### src/rtl/rx_word_fifo.sv
// rx_word_fifo
//   Packs bytes from the UART receiver into 32-bit little-endian words and
//   buffers them in a first-word-fall-through FIFO. The consumer reads the
//   words over a valid/ready handshake.
//
//   The receiver cannot be stalled. A completed word that arrives while the
//   FIFO is full, with no pop in the same cycle, is dropped. The sticky
//   overflow flag then records the loss.
//
// Parameters
//   DEPTH_LOG2  FIFO depth = 2**DEPTH_LOG2 words (legal range 1..10)
//
// Ports
//   CLK        system clock, rising edge
//   RST        asynchronous reset, active-high
//   in_data    received byte
//   in_valid   1-cycle strobe qualifying in_data
//   out_data   word at the FIFO head (meaningful while out_valid=1)
//   out_valid  FIFO non-empty
//   out_ready  consumer takes the head word this cycle
//   count      number of stored words (registered)
//   overflow   sticky: a completed word was dropped because the FIFO was full
//   flush      (RX_WORD_FLUSH_EN only) push the partial word, zero-padded
//
// Configuration
//   Define RX_WORD_FLUSH_EN to add the flush port. Without it, partial bytes
//   are held until the word completes or RST is asserted.

module rx_word_fifo #(
  parameter int unsigned DEPTH_LOG2 = 4
) (
  input  logic                  CLK,
  input  logic                  RST,
  input  logic [7:0]            in_data,
  input  logic                  in_valid,
  output logic [31:0]           out_data,
  output logic                  out_valid,
  input  logic                  out_ready,
  output logic [DEPTH_LOG2:0]   count,
  output logic                  overflow
`ifdef RX_WORD_FLUSH_EN
  ,
  input  logic                  flush
`endif
);

  localparam int unsigned Depth = 1 << DEPTH_LOG2;
  localparam int unsigned PtrW  = DEPTH_LOG2 + 1;

  logic [1:0]      byte_idx_q, byte_idx_d;
  logic [23:0]     partial_q, partial_d;
  logic [PtrW-1:0] wr_ptr_q, wr_ptr_d;
  logic [PtrW-1:0] rd_ptr_q, rd_ptr_d;
  logic [PtrW-1:0] count_q, count_d;
  logic            overflow_q, overflow_d;

  logic [31:0]     mem [Depth];

  logic [31:0]     asm_word;
  logic            flush_req;
  logic            word_done;
  logic            push;
  logic            pop;
  logic            full;
  logic            empty;
  logic            wr_en;

`ifdef RX_WORD_FLUSH_EN
  assign flush_req = flush;
`else
  assign flush_req = 1'b0;
`endif

  // Byte slots at and above byte_idx are always zero in partial_q. That lets
  // a flushed word come out zero-padded with no extra masking.
  always_comb begin
    asm_word = {8'h00, partial_q};
    if (in_valid) begin
      asm_word[{byte_idx_q, 3'b000} +: 8] = in_data;
    end
  end

  assign word_done = in_valid && (byte_idx_q == 2'd3);
  // A flush that coincides with a word-completing byte adds nothing: the
  // push from word_done already covers it.
  assign push      = word_done || (flush_req && (in_valid || (byte_idx_q != 2'd0)));

  assign empty = (wr_ptr_q == rd_ptr_q);
  assign full  = (wr_ptr_q[PtrW-1] != rd_ptr_q[PtrW-1]) &&
                 (wr_ptr_q[PtrW-2:0] == rd_ptr_q[PtrW-2:0]);
  assign pop   = !empty && out_ready;
  // When the FIFO is full, a pop in the same cycle frees the slot the push needs.
  assign wr_en = push && (!full || pop);

  always_comb begin
    byte_idx_d = byte_idx_q;
    partial_d  = partial_q;
    if (push) begin
      byte_idx_d = 2'd0;
      partial_d  = 24'h000000;
    end else if (in_valid) begin
      byte_idx_d = byte_idx_q + 2'd1;
      partial_d  = asm_word[23:0];
    end
  end

  always_comb begin
    wr_ptr_d   = wr_ptr_q;
    rd_ptr_d   = rd_ptr_q;
    overflow_d = overflow_q;
    if (wr_en) begin
      wr_ptr_d = wr_ptr_q + PtrW'(1);
    end
    if (pop) begin
      rd_ptr_d = rd_ptr_q + PtrW'(1);
    end
    if (push && !wr_en) begin
      overflow_d = 1'b1;
    end
    count_d = wr_ptr_d - rd_ptr_d;
  end

  always_ff @(posedge CLK or posedge RST) begin
    if (RST) begin
      byte_idx_q <= 2'd0;
      partial_q  <= 24'h000000;
      wr_ptr_q   <= '0;
      rd_ptr_q   <= '0;
      count_q    <= '0;
      overflow_q <= 1'b0;
    end else begin
      byte_idx_q <= byte_idx_d;
      partial_q  <= partial_d;
      wr_ptr_q   <= wr_ptr_d;
      rd_ptr_q   <= rd_ptr_d;
      count_q    <= count_d;
      overflow_q <= overflow_d;
    end
  end

  // Storage is not reset; the pointers alone decide which entries are valid.
  always_ff @(posedge CLK) begin
    if (wr_en) begin
      mem[wr_ptr_q[PtrW-2:0]] <= asm_word;
    end
  end

  assign out_data  = mem[rd_ptr_q[PtrW-2:0]];
  assign out_valid = !empty;
  assign count     = count_q;
  assign overflow  = overflow_q;

endmodule

### config.mk
export PLATFORM = sky130hd
export DESIGN_NAME = rx_word_fifo
export DESIGN_NICKNAME = d
export VERILOG_FILES = /design/src/rtl/rx_word_fifo.sv
export SDC_FILE = /design/constraint.sdc
export NUM_CORES = 1
export LEC_CHECK = 0
export ABC_AREA = 1
export BUFFER_PORTS_ARGS = -buffer_cell sky130_fd_sc_hd__buf_2
export CAP_MARGIN = 40
export CELL_PAD_IN_SITES_DETAIL_PLACEMENT = 2
export CELL_PAD_IN_SITES_GLOBAL_PLACEMENT = 2
export CORE_ASPECT_RATIO = 1.1
export CORE_MARGIN = 5
export CORE_UTILIZATION = 48
export CTS_CLUSTER_SIZE = 12
export DETAILED_ROUTE_END_ITERATION = 10
export HOLD_SLACK_MARGIN = 0.06
export PLACE_DENSITY_LB_ADDON = 0.1
export SLEW_MARGIN = 20
export SYNTH_ARGS = -nofsm -noshare
export SYNTH_HDL_FRONTEND = slang
export SYNTH_SLANG_ARGS = --single-unit
### constraint.sdc
create_clock -name CLK -period 5 [get_ports CLK]
set_input_delay 0.75 -clock CLK [delete_from_list [all_inputs] [get_ports CLK]]
set_output_delay 0.75 -clock CLK [all_outputs]
set_load 0.05 [all_outputs]
==> results_dict.tcl, run 1 <==
set metrics [dict create \
    status "completed" \
    place.gp.congestion 0.7386 \
    path_cells "inv_6 > buf_4 > o21ai_0 > o221ai_1 > nand3_1 > nand3_1 > buf_2" \
    yosys.area_share.simple 0.09744 \
    syn_to_final_growth_pct 13.58 \
    grt_max_degree 260 \
    crit_top_cell "nand3_1" \
    routed_wl_mm 87.56 \
    wl_per_cell_um 36.63 \
    whs_ns 0.2748 \
    drive_gt1_frac 0.1249 \
    timing.final.ws_setup_ns 0.7142 \
    timing.final.crit_share 0.8572 \
    worstSetupEndpointType "output pin" \
    synth_top_family_by_area "compound AO/OA/AOI/OAI gates" \
    syn-num-nets 1735 \
    yosysUniqueCellTypes 40 \
    max_stage_delay_ns 0.69 \
    drc 0 \
    finalClockSkew_ns 0.02931 \
    yosysWarnings 0 \
    postCtsSetupBuffers 0 \
    initial_core_util 0.4851 \
    path_buf_inv 3 \
    grt_pass1_wl_mm 120.6 \
    fillers 4176 \
    numCtsBuffers 57 \
    die_area_um2 50440 \
    grt_pass1_vias 17140 \
    start_kind "register" \
    mostFrequentLayoutCells "512 x edfxtp_1, 293 x nor2_1, 261 x o21ai_0, 123 x nand2_1, 77 x o22ai_1" \
    slew_viol_final 0 \
    yosys-top-cells-area "edfxtp_1 70%, o21ai_0 5.9%, nor2_1 5.3%" \
    synth_area_um2 22100 \
    synth_fa_ha_area_frac 0.008832 \
    dp_hpwl_mm 45.80 \
    synth_edf_count 512 \
    final_common_cell "edfxtp_1" \
    powerDensity_nw_per_um2 662.5 \
    die_h_um 235.0 \
    worst_slew_pin_slew_ns 0.9230 \
    ys_ff_latch 554 \
    antenna_found_initial 4 \
    synth_top_cell_by_area "edfxtp_1" \
    diodes 0 \
    clock_path_buffers 3 \
    synth_cells 1708 \
    io_pins 51 \
    coreArea_um2 45550 \
    yosysTopAreaCellShare 0.6957 \
    fmax_mhz 233.3 \
    grtUsageTotal 0.3245 \
    synth_seq_area_share 0.7432 \
    clock-root-buffer "clkbuf_16" \
    nets 1791 \
    cts_hold_buf 0 \
    clock-sinks 554 \
    synthFlopType "edfxtp_1" \
    grt_overflow 0 \
    worst-setup-path-type "reg2out" \
    finalSetupTns_ns 0 \
    finalSetupViolCount 0 \
    clkTransAtPathRegs_ns 0.07 \
    clk_latency_ns 0.63 \
    rows 82 \
    finalHoldViolCount 0 \
    critPathSlowestCell "buf_4" \
    avgSynthCellArea_um2 12.94 \
    vias 15850 \
    cts_tree "built" \
    worstPathArrival_ns 3.54 \
    h-tree-depth 2 \
    path_delay_family "buffers and inverters" \
    dp_slack_ns 1.391 \
    post_cts_resized 0 \
    crit_path_max_fanout 83 \
    drv_cap 0 \
    numPortBuffers 50 \
    required_ns 4.25 \
    hp-class "in2async" \
    yosys-mux-area-fraction 0 \
    die-width_um 214.6 \
    ir_drop_mv 0.5856 \
    rsz0062_at_grt "false" \
    p_leak_nw 8.820 \
    synth_async_sr_flop_share 0.07581 \
    synth_xor_area_frac 0.003567 \
    avgViaCountPerCell 6.630 \
    period_needed_ns 4.286 \
    slew_headroom 0.3847 \
    dr.pass1.iters 6 \
    synth_compound_area_frac 0.1145 \
    drt_iter0_markers 1676 \
    ant_nets 0 \
]
worst reg2reg max path, stage by stage, from the launching register on:
cell and delay [ns]:
dfrtp_2 0.71, buf_4 0.64, nand2_1 0.16, nand2_1 0.16
nor2_4 0.08, nand3_4 0.12, nand2_8 0.11, inv_6 0.15
nand2_1 0.26, nor2_4 0.78, buf_12 0.29
routing by layer:
layer  track usage  share of wire
met1        0.3961           0.37
met2        0.5639           0.51
met3       0.06553          0.070
met4        0.1402          0.052
met5             0        0.00063
cell usage after synthesis, types with 3 or more instances:
library cell and instances:
edfxtp_1 512, o21a_1 6, buf_1 8, o22ai_1 79
inv_2 9, nor2_1 310, inv_1 65, nor3_1 3
ha_1 14, buf_2 20, clkbuf_1 78, nand3_1 67
xor2_1 7, o21ai_0 261, o211ai_1 9, nand2_2 4
a32oi_1 5, dfrtp_1 42, a21boi_0 3, o221ai_1 55
nand2_1 123, nand4_1 3
stage by stage:
stage | area (um2) | util | total power (W) | cells
6_report | 25100 | 0.5510 | 0.01663 | 2390
3_5_place_dp | 23330 | 0.5122 | 0.01200 | 2289
2_1_floorplan | 22100 | - | 0.009754 | 1708
4_1_cts | 25060 | 0.5500 | 0.01638 | 2386
3_3_place_gp | 23250 | 0.5103 | 0.01160 | 2282
5_1_grt | 25100 | 0.5510 | 0.01714 | 2390
final timing paths:
| kind | start | endpoint | slack, ns | cells after the start |
|---|---|---|---|---|
| setup / recovery | rd_ptr_q[0] | out_data[21] | 0.71 | 7 |
| hold / removal | RST | wr_ptr_q[2] | 0.27 | 3 |
| setup reg to reg | rd_ptr_q[2] | mem[1][19] | 1.20 | 10 |
| hold reg to reg | overflow | overflow | 0.49 | 1 |
| max in group asynchronous | RST | rd_ptr_q[1] | 4.27 | 3 |
| min in group CLK | in_valid | byte_idx_q[0] | 0.45 | 2 |
registers in the layout (all words and copies together), names as in the netlist:
| signal | count |
|---|---|
| byte_idx_q | 2 |
| count | 5 |
| mem | 512 |
| overflow | 1 |
| partial_q | 24 |
| rd_ptr_q | 5 |
| wr_ptr_q | 5 |
logic make-up after synthesis:
logic type	after synthesis
compound gates	426
simple gates	522
xor+xnor	9
flops	554
buf+inv	182
fa+ha+maj	15
final cells by class:
type	count	area, um2	area share
Sequential cell	554	16430	0.6547
Multi-Input combinational cell	972	5097	0.2031
Clock buffer	76	1528	0.06086
Timing Repair Buffer	104	815.8	0.03250
Tap cell	588	735.7	0.02931
Inverter	75	292.8	0.01166
Clock inverter	21	197.7	0.007876
report_power, final:
part,internal (W),switching [W],total (W),leakage (nW)
combinational,0.00147,0.00519,0.00665,2.64
sequential,0.00547,0.000195,0.00566,5.34
clock,0.00229,0.00202,0.00431,0.846
Power figures use the tool's default switching activity.
==> inputs of run 2 (changes only) <==
--- a/config.mk
+++ b/config.mk
@@ -16,6 +16,7 @@
 export CTS_CLUSTER_SIZE = 12
 export DETAILED_ROUTE_END_ITERATION = 10
 export HOLD_SLACK_MARGIN = 0.06
+export MAX_ROUTING_LAYER = met4
 export PLACE_DENSITY_LB_ADDON = 0.1
 export SLEW_MARGIN = 20
 export SYNTH_ARGS = -nofsm -noshare
==> run 2 against run 1 <==
Compared with the run above:
- sequential power hardly changed
- critical path depth stayed put
- global-route usage is 0.98 points higher
- first-iteration DRC count is 11% higher
- clock power hardly changed
- total power hardly changed
- via count is 0.30% lower
- core utilization hardly changed
- clock skew is 0.0016 ns lower
- register-to-register slack better by 0.04 ns
- largest power group unchanged
==> results_dict.tcl, run 2 (synthesis results as in run 1) <==
set metrics [dict create \
    clkTransAtPathRegs_ns 0.07 \
    grt_max_degree 260 \
    drv_cap 0 \
    coreArea_um2 45550 \
    vias 15800 \
    clock-root-buffer "clkbuf_16" \
    h-tree-depth 2 \
    numPortBuffers 50 \
    status "completed" \
    rsz0062_at_grt "false" \
    clk_latency_ns 0.63 \
    timing.final.crit_share 0.8539 \
    p_seq_frac 0.340 \
    start_kind "register" \
    multi_input_area_um2 5097 \
    p_int_w 0.009224 \
    drive_gt1_frac 0.1249 \
    worst_slew_pin_slew_ns 0.9447 \
    nets 1791 \
    crit_top_cell "nand3_1" \
    required_ns 4.25 \
    hp-class "in2async" \
    clock-sinks 554 \
    final_cells 2393 \
    dp_slack_ns 1.391 \
    drc 0 \
    finalHoldViolCount 0 \
    worstSetupEndpointType "output pin" \
    max_stage_delay_ns 0.68 \
    finalClockSkew_ns 0.02771 \
    combPwrFrac 0.400 \
    avgViaCountPerCell 6.602 \
    path_delay_family "buffers and inverters" \
    grt_pass1_wl_mm 120.6 \
    io_pins 51 \
    crit_path_max_fanout 83 \
    worst-setup-path-type "reg2out" \
    numCtsBuffers 57 \
    slew_headroom 0.3702 \
    path_cells "inv_6 > buf_4 > o21ai_0 > o221ai_1 > nand3_1 > nand3_1 > buf_2" \
    power_switching_w 0.007419 \
    path_buf_inv 3 \
    post-place-cells 2289 \
    clock_path_buffers 3 \
    rows 82 \
    postCtsSetupBuffers 0 \
    ir_drop_mv 0.5805 \
    die-width_um 214.6 \
    die_area_um2 50440 \
    grt_overflow 0 \
    cts_tree "built" \
    place.gp.congestion 0.7492 \
    routed_wl_mm 87.87 \
    mostFrequentLayoutCells "512 x edfxtp_1, 293 x nor2_1, 261 x o21ai_0, 123 x nand2_1, 77 x o22ai_1" \
    ant_nets 0 \
    drt_iter0_markers 1854 \
    fillers 4172 \
    r2r_start "rd_ptr_q[2]" \
    timing.final.ws_setup_ns 0.7307 \
    period_needed_ns 4.269 \
    dp_hpwl_mm 45.80 \
    power.clock.fraction 0.260 \
    grt_pass1_vias 17110 \
    switching_share 0.4458 \
    critPathSlowestCell "buf_4" \
    p_leak_nw 8.820 \
    finalSetupTns_ns 0 \
    fmax_mhz 234.2 \
    antenna_found_initial 4 \
    die_h_um 235.0 \
    largest_reg_flops 512 \
    final_common_cell "edfxtp_1" \
    dr.pass1.iters 5 \
    grtUsageTotal 0.3343 \
    post_cts_resized 0 \
    finalSetupViolCount 0 \
    cts_hold_buf 0 \
    initial_core_util 0.4851 \
    total_power_w 0.01664 \
    slew_viol_final 0 \
    wl_per_cell_um 36.72 \
    worstPathArrival_ns 3.52 \
    powerDensity_nw_per_um2 662.8 \
    startpoint "rd_ptr_q[0]" \
    regArea_um2 16430 \
    syn_to_final_growth_pct 13.62 \
]
==> run 2: cell types whose count changed in the layout (fill, tap and decap cells not counted), sizes merged <==
cell   delta
diode     +3
==> run 2: worst paths after layout <==
path	end	slack [ns]	depth (start not counted)
max in group asynchronous	rd_ptr_q[0]	4.28	3
hold / removal	count[0]	0.27	3
min in group CLK	byte_idx_q[0]	0.44	2
hold reg to reg	overflow	0.50	1
setup reg to reg	mem[1][20]	1.24	11
setup / recovery	out_data[21]	0.73	7
==> run 2: area by class of cell <==
type | count | share of cell area
Sequential cell | 554 | 0.6545
Antenna cell | 3 | 0.0002990
Inverter | 75 | 0.01166
Timing Repair Buffer | 104 | 0.03249
Clock inverter | 21 | 0.007873
Multi-Input combinational cell | 972 | 0.2030
Clock buffer | 76 | 0.06084
Tap cell | 588 | 0.02930
==> run 2: per-layer routing <==
layer,share of wire,GRT usage,vias up,wire length (um)
li1,-,-,6362,-
met1,0.37,0.3947,8312,32260
met2,0.52,0.5658,878,45480
met3,0.071,0.06527,247,6232
met4,0.044,0.1398,0,3895
met5,0,-,-,0
==> run 2: through the flow <==
stage | util | hold slack [ns] | instance area [um2]
after floorplan | - | 0.4678 | 22100
after global placement | 0.5103 | 0.4966 | 23250
after detailed placement | 0.5122 | 0.4777 | 23330
after CTS | 0.5500 | 0.2677 | 25060
after global routing | 0.5512 | 0.3146 | 25110
final | 0.5512 | 0.2680 | 25110
==> run 2: worst register-to-register path: cells and delay by family (launching register included) <==
| family | cells | cell delay (ns) |
|---|---|---|
| buf+inv | 4 | 1.09 |
| flops | 1 | 0.59 |
| simple gates | 7 | 1.72 |
==> run 2: power groups by stage <==
stage,logic (W),clock network (W),registers (W)
2_1_floorplan,0.00404,0,0.00572
3_3_place_gp,0.00589,0,0.00571
3_5_place_dp,0.00626,0,0.00574
4_1_cts,0.00648,0.00425,0.00565
5_1_grt,0.00696,0.00453,0.00567
6_report,0.00666,0.00432,0.00566
